<file path="config.mk">
export PLATFORM = sky130hd
export DESIGN_NAME = multicycle_control_unit
export DESIGN_NICKNAME = d
export VERILOG_FILES = /design/src/rtl/multicycle_control_unit_pkg.sv /design/src/rtl/branch_cond_eval.sv /design/src/rtl/multicycle_control_unit.sv
export SDC_FILE = /design/constraint.sdc
export NUM_CORES = 1
export LEC_CHECK = 0
export ABC_CLOCK_PERIOD_IN_PS = 1500
export CAP_MARGIN = 0
export CORE_ASPECT_RATIO = 0.8
export CORE_MARGIN = 2
export CORE_UTILIZATION = 30
export CTS_CLUSTER_DIAMETER = 100
export DETAILED_ROUTE_END_ITERATION = 8
export MAX_ROUTING_LAYER = met4
export RECOVER_POWER = 25
export SETUP_SLACK_MARGIN = 0.4
export SYNTH_ARGS = -nofsm -noshare
export SYNTH_HDL_FRONTEND = slang
export SYNTH_SLANG_ARGS = --single-unit
</file>
<file path="constraint.sdc">
create_clock -name input_CLK -period 1.5 [get_ports input_CLK]
set_clock_uncertainty 0.2 [all_clocks]
set_input_delay 0.3 -clock input_CLK [delete_from_list [all_inputs] [get_ports input_CLK]]
set_output_delay 0.3 -clock input_CLK [all_outputs]
set_load 0.05 [all_outputs]
</file>
<file path="src/rtl/multicycle_control_unit_pkg.sv">
// Shared constants for the multi-cycle CPU control path: opcodes, ALU codes,
// operand/PC mux codes and the control FSM state encoding.
package multicycle_control_unit_pkg;

  localparam logic [3:0] ALU_ADD = 4'd0;
  localparam logic [3:0] ALU_SUB = 4'd1;
  localparam logic [3:0] ALU_AND = 4'd2;
  localparam logic [3:0] ALU_OR  = 4'd3;
  localparam logic [3:0] ALU_XOR = 4'd4;

  localparam logic [3:0] OP_ADDI = 4'h5;
  localparam logic [3:0] OP_LW   = 4'h6;
  localparam logic [3:0] OP_SW   = 4'h7;
  localparam logic [3:0] OP_BEQ  = 4'h8;
  localparam logic [3:0] OP_BNE  = 4'h9;
  localparam logic [3:0] OP_BLT  = 4'hA;
  localparam logic [3:0] OP_J    = 4'hB;
  localparam logic [3:0] OP_HALT = 4'hF;

  localparam logic [1:0] SRCB_REGB   = 2'b00;
  localparam logic [1:0] SRCB_TWO    = 2'b01;
  localparam logic [1:0] SRCB_IMM    = 2'b10;
  localparam logic [1:0] SRCB_IMM_SH = 2'b11;

  localparam logic [1:0] PCSRC_ALU    = 2'b00;
  localparam logic [1:0] PCSRC_ALUOUT = 2'b01;
  localparam logic [1:0] PCSRC_JUMP   = 2'b10;

  typedef enum logic [3:0] {
    S_FETCH    = 4'd0,
    S_DECODE   = 4'd1,
    S_EXEC_R   = 4'd2,
    S_WB_R     = 4'd3,
    S_EXEC_I   = 4'd4,
    S_WB_I     = 4'd5,
    S_MEM_ADDR = 4'd6,
    S_MEM_RD   = 4'd7,
    S_MEM_WB   = 4'd8,
    S_MEM_WR   = 4'd9,
    S_BRANCH   = 4'd10,
    S_JUMP     = 4'd11,
    S_HALT     = 4'd12,
    S_ILLEGAL  = 4'd13
  } state_e;

  function automatic logic is_rtype(input logic [3:0] op);
    return op <= ALU_XOR;
  endfunction

endpackage

</file>
<file path="src/rtl/branch_cond_eval.sv">
// Branch resolution: decides whether a conditional branch is taken from the
// latched opcode and the ALU flags of the compare (A - B).
module branch_cond_eval
  import multicycle_control_unit_pkg::*;
(
  input  logic [3:0] opcode,
  input  logic       zero,
  input  logic       negative,
  output logic       take
);

  always_comb begin
    take = 1'b0;
    case (opcode)
      OP_BEQ:  take = zero;
      OP_BNE:  take = ~zero;
      OP_BLT:  take = negative;
      default: take = 1'b0;
    endcase
  end

endmodule

</file>
<file path="src/rtl/multicycle_control_unit.sv">
// Main control FSM of the 16-bit multi-cycle CPU: sequences fetch/decode/execute/
// memory/writeback and drives the ALU opcode, mux selects and write enables.
module multicycle_control_unit
  import multicycle_control_unit_pkg::*;
#(
  parameter int ALUOP_W = 4,
  parameter int STATE_W = 4
) (
  input  logic               input_CLK,
  input  logic               input_Reset,
  input  logic [3:0]         input_Opcode,
  input  logic               input_Zero,
  input  logic               input_Negative,
  input  logic               input_MemReady,
  output logic [ALUOP_W-1:0] output_ALUOp,
  output logic               output_ALUSrcA,
  output logic [1:0]         output_ALUSrcB,
  output logic [1:0]         output_PCSource,
  output logic               output_PCWrite,
  output logic               output_IorD,
  output logic               output_MemRead,
  output logic               output_MemWrite,
  output logic               output_IRWrite,
  output logic               output_RegWrite,
  output logic               output_RegDst,
  output logic               output_MemToReg,
  output logic               output_Halted,
  output logic [STATE_W-1:0] output_State
);

  state_e     state_q, state_d;
  logic [3:0] op_q, op_d;
  logic       branch_take;

  logic [3:0] alu_op;
  logic       src_a, pc_write, iord, mem_read, mem_write, ir_write;
  logic       reg_write, reg_dst, mem_to_reg, halted;
  logic [1:0] src_b, pc_source;

  // The opcode is latched at DECODE so no output depends combinationally on IR.
  branch_cond_eval u_branch_cond_eval (
    .opcode   (op_q),
    .zero     (input_Zero),
    .negative (input_Negative),
    .take     (branch_take)
  );

  always_ff @(posedge input_CLK) begin
    if (input_Reset) begin
      state_q <= S_FETCH;
      op_q    <= 4'd0;
    end else begin
      state_q <= state_d;
      op_q    <= op_d;
    end
  end

  always_comb begin
    state_d    = state_q;
    op_d       = op_q;
    alu_op     = ALU_ADD;
    src_a      = 1'b0;
    src_b      = SRCB_REGB;
    pc_source  = PCSRC_ALU;
    pc_write   = 1'b0;
    iord       = 1'b0;
    mem_read   = 1'b0;
    mem_write  = 1'b0;
    ir_write   = 1'b0;
    reg_write  = 1'b0;
    reg_dst    = 1'b0;
    mem_to_reg = 1'b0;
    halted     = 1'b0;

    case (state_q)
      S_FETCH: begin
        mem_read = 1'b1;
        src_b    = SRCB_TWO;
        ir_write = input_MemReady;
        pc_write = input_MemReady;
        if (input_MemReady) state_d = S_DECODE;
      end
      S_DECODE: begin
        src_b = SRCB_IMM_SH;
        op_d  = input_Opcode;
        if (is_rtype(input_Opcode)) state_d = S_EXEC_R;
        else begin
          case (input_Opcode)
            OP_ADDI:                state_d = S_EXEC_I;
            OP_LW, OP_SW:           state_d = S_MEM_ADDR;
            OP_BEQ, OP_BNE, OP_BLT: state_d = S_BRANCH;
            OP_J:                   state_d = S_JUMP;
            OP_HALT:                state_d = S_HALT;
            default:                state_d = S_ILLEGAL;
          endcase
        end
      end
      S_EXEC_R: begin
        src_a   = 1'b1;
        alu_op  = op_q;
        state_d = S_WB_R;
      end
      S_WB_R: begin
        reg_write = 1'b1;
        reg_dst   = 1'b1;
        state_d   = S_FETCH;
      end
      S_EXEC_I: begin
        src_a   = 1'b1;
        src_b   = SRCB_IMM;
        state_d = S_WB_I;
      end
      S_WB_I: begin
        reg_write = 1'b1;
        state_d   = S_FETCH;
      end
      S_MEM_ADDR: begin
        src_a   = 1'b1;
        src_b   = SRCB_IMM;
        state_d = (op_q == OP_LW) ? S_MEM_RD : S_MEM_WR;
      end
      S_MEM_RD: begin
        iord     = 1'b1;
        mem_read = 1'b1;
        if (input_MemReady) state_d = S_MEM_WB;
      end
      S_MEM_WB: begin
        reg_write  = 1'b1;
        mem_to_reg = 1'b1;
        state_d    = S_FETCH;
      end
      S_MEM_WR: begin
        iord      = 1'b1;
        mem_write = 1'b1;
        if (input_MemReady) state_d = S_FETCH;
      end
      S_BRANCH: begin
        src_a     = 1'b1;
        alu_op    = ALU_SUB;
        pc_source = PCSRC_ALUOUT;
        pc_write  = branch_take;
        state_d   = S_FETCH;
      end
      S_JUMP: begin
        pc_source = PCSRC_JUMP;
        pc_write  = 1'b1;
        state_d   = S_FETCH;
      end
      S_HALT:    halted = 1'b1;
      S_ILLEGAL: halted = 1'b1;
      default: begin
        halted  = 1'b1;
        state_d = S_ILLEGAL;
      end
    endcase

    // Reset silences every enable in the cycle it is asserted.
    if (input_Reset) begin
      alu_op     = ALU_ADD;
      src_a      = 1'b0;
      src_b      = SRCB_REGB;
      pc_source  = PCSRC_ALU;
      pc_write   = 1'b0;
      iord       = 1'b0;
      mem_read   = 1'b0;
      mem_write  = 1'b0;
      ir_write   = 1'b0;
      reg_write  = 1'b0;
      reg_dst    = 1'b0;
      mem_to_reg = 1'b0;
      halted     = 1'b0;
    end
  end

  assign output_ALUOp    = ALUOP_W'(alu_op);
  assign output_ALUSrcA  = src_a;
  assign output_ALUSrcB  = src_b;
  assign output_PCSource = pc_source;
  assign output_PCWrite  = pc_write;
  assign output_IorD     = iord;
  assign output_MemRead  = mem_read;
  assign output_MemWrite = mem_write;
  assign output_IRWrite  = ir_write;
  assign output_RegWrite = reg_write;
  assign output_RegDst   = reg_dst;
  assign output_MemToReg = mem_to_reg;
  assign output_Halted   = halted;
  assign output_State    = STATE_W'(state_q);

endmodule

</file>
# Word-level counts from Yosys, hierarchy flattened
# Memories as Yosys holds them, arrays and structs flattened.
# Index checks and enable logic that the tools add are counted.
# totals
rom_bits,64
input_bits,9
wordCells,69
output_inout_bits,22
regBits,8
memories,1
# classes
order_cmp,1
n_reduce_logical,10
eq_ne,20
n_bitwise,2
muxes,33
# memory_table
memory,words,width,rd,rd_ports_with_merged_regs,wr,line_no,source
(no name shown),16,4,1,0,0,multicycle_control_unit.sv:88,case (input_Opcode)
# ops
operator,n
$eq 4x4->1 const B,9
$pmux 4 s9,1
$mux 4,6
$eq 4x3->1 const B,5
$mux 1,19
$reduce_or 12->1,1
$eq 4x2->1 const B,2
$pmux 4 s2,1
$reduce_or 2->1,4
$ne 2x2->1 const B,3
$pmux 1 s3,2
$pmux 2 s3,1
$reduce_or 5->1,1
$eq 4x1->1 const B,1
$le 4x3->1 const B,1
$logic_not 4->1,1
$mux 2,2
$pmux 2 s2,1
$reduce_and 4->1,1
$reduce_or 4->1,1
$reduce_or 3->1,1
$not 1->1,2

# Longest topological paths before layout
# logic_depth
word_depth,4
mapped_depth,6
depth_no_buf,4

# Cells and area by module
# Synthesis repeated with hierarchy kept, for this count alone.
# hier_totals
cells_unflattened,110
hier_area_um2,795.8
# modules_own_cells
module,area_per_inst_um2,seq_area_each_um2,cells_per_inst,n_inst
multicycle_control_unit,765.7,160.2,106,1
branch_cond_eval,30.0,0.0,4,1

# Worst setup path before layout
# No wires, ideal clock.
# synth_timing
kind,input-to-output
startpoint,in output_State[2]
endpoint,out output_ALUSrcA
cell_stages,4
path_buffers,1
slack_ps,-1575
arrival_time_ps,2575
t_required_ps,1000
cell_sequence,dfxtp_1 buf_2 nor2_1 nor4b_1
# synth_between
elab_chain_len,4
word_cells_on_any_way,7
classes_between,eq/ne (4); mux (2); reduce/logical (1)
# synth_lines
element,line_no,source
start: declaration,multicycle_control_unit.sv:28,output logic [STATE_W-1:0] output_State
"$eq 4x4->1, or another cell as far along",multicycle_control_unit.sv:75,case (state_q)
$reduce_or 4->1 (no line) (*),-,
$mux 1 (*),multicycle_control_unit.sv:75,
$mux 1 (*),multicycle_control_unit.sv:158,if (input_Reset) begin
end: declaration,multicycle_control_unit.sv:16,"output logic output_ALUSrcA,"
# Every way passes the cells marked *; elsewhere a longest branch is shown, timed or not.

# Final worst setup path
# layout_timing
startpoint,in output_State[3]
endpoint,out output_PCWrite
# layout_between
elab_chain_len,3
word_cells_on_any_way,5
classes_between,eq/ne (2); mux (2); reduce/logical (1)
# layout_lines
element,line_no,source
$eq 4x4->1 / $logic_not 4->1 (equally long branches),multicycle_control_unit.sv:75,
$pmux 1 s3 (*),multicycle_control_unit.sv:75,
$mux 1 (*),multicycle_control_unit.sv:158,
end: declaration,multicycle_control_unit.sv:19,"output logic output_PCWrite,"
# Marked as above.

==> results.cfg <==
[clocking]
clk_path_buf_depth = 2
cts_tree = done
clock_latency_ns = 0.26
h-tree-depth = 1
cts_buffers = 3
cts_hold_buffers = 0
path_clk_slew_ns = 0.06
clock-sinks = 8
root_buffer = clkbuf_4

[critical_path]
crit_fanout = 4
required_ns = 1.00
path_cells = inv_2 > or3_4 > nor3_2 > a22o_2 > buf_12
crit_buf_inv = 2
r2r-start = output_State[3]
cp_slowest_cell = or3_4
r2r-end = output_State[3]
r2r_setup_slack_ns = -0.43
critPathKind = flop to output pin
start_kind = flop
end_kind = output pin
r2r_cells = 7
critical_path.top_delay_family = simple AND/OR/NAND/NOR gates
slowest_delay_ns = 0.40
cp-startpoint = output_State[3]
worstPathArrival_ns = 1.57

[final_layout]
area_delta_synth_final_pct = 160
fillers = 141
drive_gt1_share_pct = 65.9
final-instance-count-excl-fill = 221
insertedDiodeCount = 0
final_util_pct = 83.1
nNetsFinal = 195

[job]
max_cap_violations = 0

[power]
vdd_drop_max_uv = 1010
powerDensity_nw_per_um2 = 2300
pwr-share-comb_pct = 85.6
p_sw_share_pct = 46.7
intPower_mw = 2.51
p_clk_share_pct = 4.0
leakagePower_nw = 0.803
sequentialPowerShare_pct = 10.4
netSwitchingPower_mw = 2.20

[die]
die_x_um = 61.3
start_util_pct = 32.0
core_um2 = 2460
dieArea_um2 = 3060
ios = 31
die_h_um = 49.8
rows = 16

[worst_hold_path]
holdCritPathClass = flop to flop
whs_path_depth = 2
min_to = op_q[2]
hp-start = op_q[2]

[timing]
fmax_mhz = 482
finalMaxSlewViolations = 0
rsz0062_at_grt = yes
post-route-period-util_pct = 138
hold_violations = 0
holdWs_ns = 0.344
setup_viol = 28
period_needed_ns = 2.07
worst_pin_slew_ns = 0.378
slew_headroom_pct = 74.4
fin_ws_ns = -0.573

[detailed_routing]
drtIter0Drc = 40
routed_via_density = 5.10
drc_errors = 0
drtAntennaViolNets = 0
wl_per_cell_um = 15.8
vias = 1126
dr.pass1.iters = 4
wirelength_mm = 3.48

[global_route]
grt_pass1_wl_mm = 5.59
grt_overflow = 0
antenna_found_initial = 0
grt_max_degree = 11
grtUsageTotal_pct = 25.1
first_global_vias = 1196

[yosys]
syn_inst = 110
netlist_top_cells_area = dfxtp_1 20%, nor2_1 8.6%, mux2i_1 7.6%, o21ai_0 5.1%, nand2_1 4.8%
async_flop_share_pct = 0
ys_ff_latch = 8
yosysUniqueCellTypes = 36
synth.cell_area_um2 = 788
synth_edf_count = 0
yosysWarnings = 0
synth_top_area_share_pct = 20.3
avgSynthCellArea_um2 = 7.17
syn_nets = 119
ys_dominant_reg_cell = dfxtp_1
yosysTopAreaCell = dfxtp_1
yosysSeqAreaShare_pct = 20.3

[placed_design]
gp_congestion = 0.819
pre_cts_slack_ns = -0.747
portBuffers = 30
dp.cells = 203
place_hpwl_mm = 2.32

[run_status]
status = complete, but fails checks
violations = setup timing
-- through the flow --
step           setup TNS (ns)  area, um2  total power, mW
2_1_floorplan           -7.14        985             2.36
4_1_cts                -11.04       2010             4.54
6_report               -11.12       2050             4.71
3_3_place_gp           -10.56       1730             3.62
3_5_place_dp           -11.54       1730             3.66
5_1_grt                -12.59       2050             4.94
-- cell usage in the layout, fill, tap and decap left out, types with 3 or more instances in the layout --
cell type / synthesis / layout
nand2_1: 10 / 9
clkdlybuf4s50_1: 0 / 7
dfxtp_1: 8 / 4
nor2_4: 0 / 9
and2_2: 0 / 3
nor2_1: 18 / 7
buf_4: 1 / 31
a31oi_2: 0 / 3
o21ai_0: 8 / 7
dfxtp_4: 0 / 4
clkbuf_4: 0 / 3
nand3_1: 5 / 4
buf_8: 0 / 3
mux2i_1: 6 / 5
buf_12: 0 / 22
nand2b_1: 4 / 3
buf_6: 3 / 16
-- power groups by stage --
stage | Combinational, mW | Sequential [mW] | Clock (mW)
2_1_floorplan | 1.77 | 0.586 | 0
3_3_place_gp | 3.14 | 0.478 | 0
3_5_place_dp | 3.18 | 0.479 | 0
4_1_cts | 3.86 | 0.482 | 0.194
5_1_grt | 4.23 | 0.505 | 0.206
6_report | 4.04 | 0.489 | 0.188
-- synthesized netlist by cell type (2+ instances only) --
library cell,n
a211oi_1,2
a21oi_1,3
a31oi_1,5
and2_1,3
buf_2,3
buf_6,3
clkbuf_1,2
dfxtp_1,8
inv_1,3
mux2i_1,6
nand2_1,10
nand2b_1,4
nand3_1,5
nor2_1,18
nor3_1,3
o21ai_0,8
o311ai_1,2
or3_1,3
xnor2_1,2
-- tightest hold or removal path: stages, from the launching register on --
cell and delay, ns:
dfxtp_1 0.35, mux2i_1 0.08, nor2_1 0.08
-- layer usage --
layer,track usage (%),vias to the layer above,part of all wire [%]
met5,-,-,0
met2,40.8,38,52
met1,32.2,536,43
li1,-,550,-
met3,5.77,2,4.2
met4,3.99,0,0.66
-- worst max path at each step --
| stage | to | cells after the start | slack (ns) |
|---|---|---|---|
| after global routing | output_PCWrite | 5 | -0.62 |
| after CTS | output_PCWrite | 5 | -0.60 |
| final | output_PCWrite | 5 | -0.57 |
| after detailed placement | output_PCWrite | 5 | -0.75 |
| after global placement | output_PCWrite | 5 | -0.71 |
| after floorplan | output_MemWrite | 3 | -0.46 |
-- logic make-up (layout without fill, tap and decap cells) --
group,after synthesis,count (layout),synth area share (%)
xor gates and xnor gates,2,2,2.22
and+or+nand+nor,56,56,38.3
buffers and inverters,13,88,10.0
AOI/OAI and AO/OA,25,25,21.6
muxes,6,6,7.62
DFF,8,8,20.3
-- area by class of cell --
class | count | area, um2 | area share, %
repair buffers | 80 | 977 | 47.8
multi-input cells | 89 | 802 | 39.2
flip-flops and latches | 8 | 175 | 8.56
well taps | 36 | 45.0 | 2.20
clock buffers | 4 | 26.3 | 1.28
inverters | 4 | 20.0 | 0.979
-- state kept, by name, indices dropped and copies added (netlist names) --
name          cells
output_State      4
op_q              4
-- what timing repair did --
action                                  4_1_cts  5_1_grt
pin swaps                                    17        6
gates resized for setup                      43        7
gates cloned                                  0        0
setup buffers                                14        0
endpoints found under the setup margin       30       30
Note: power is estimated with default switching activity, not from simulation.
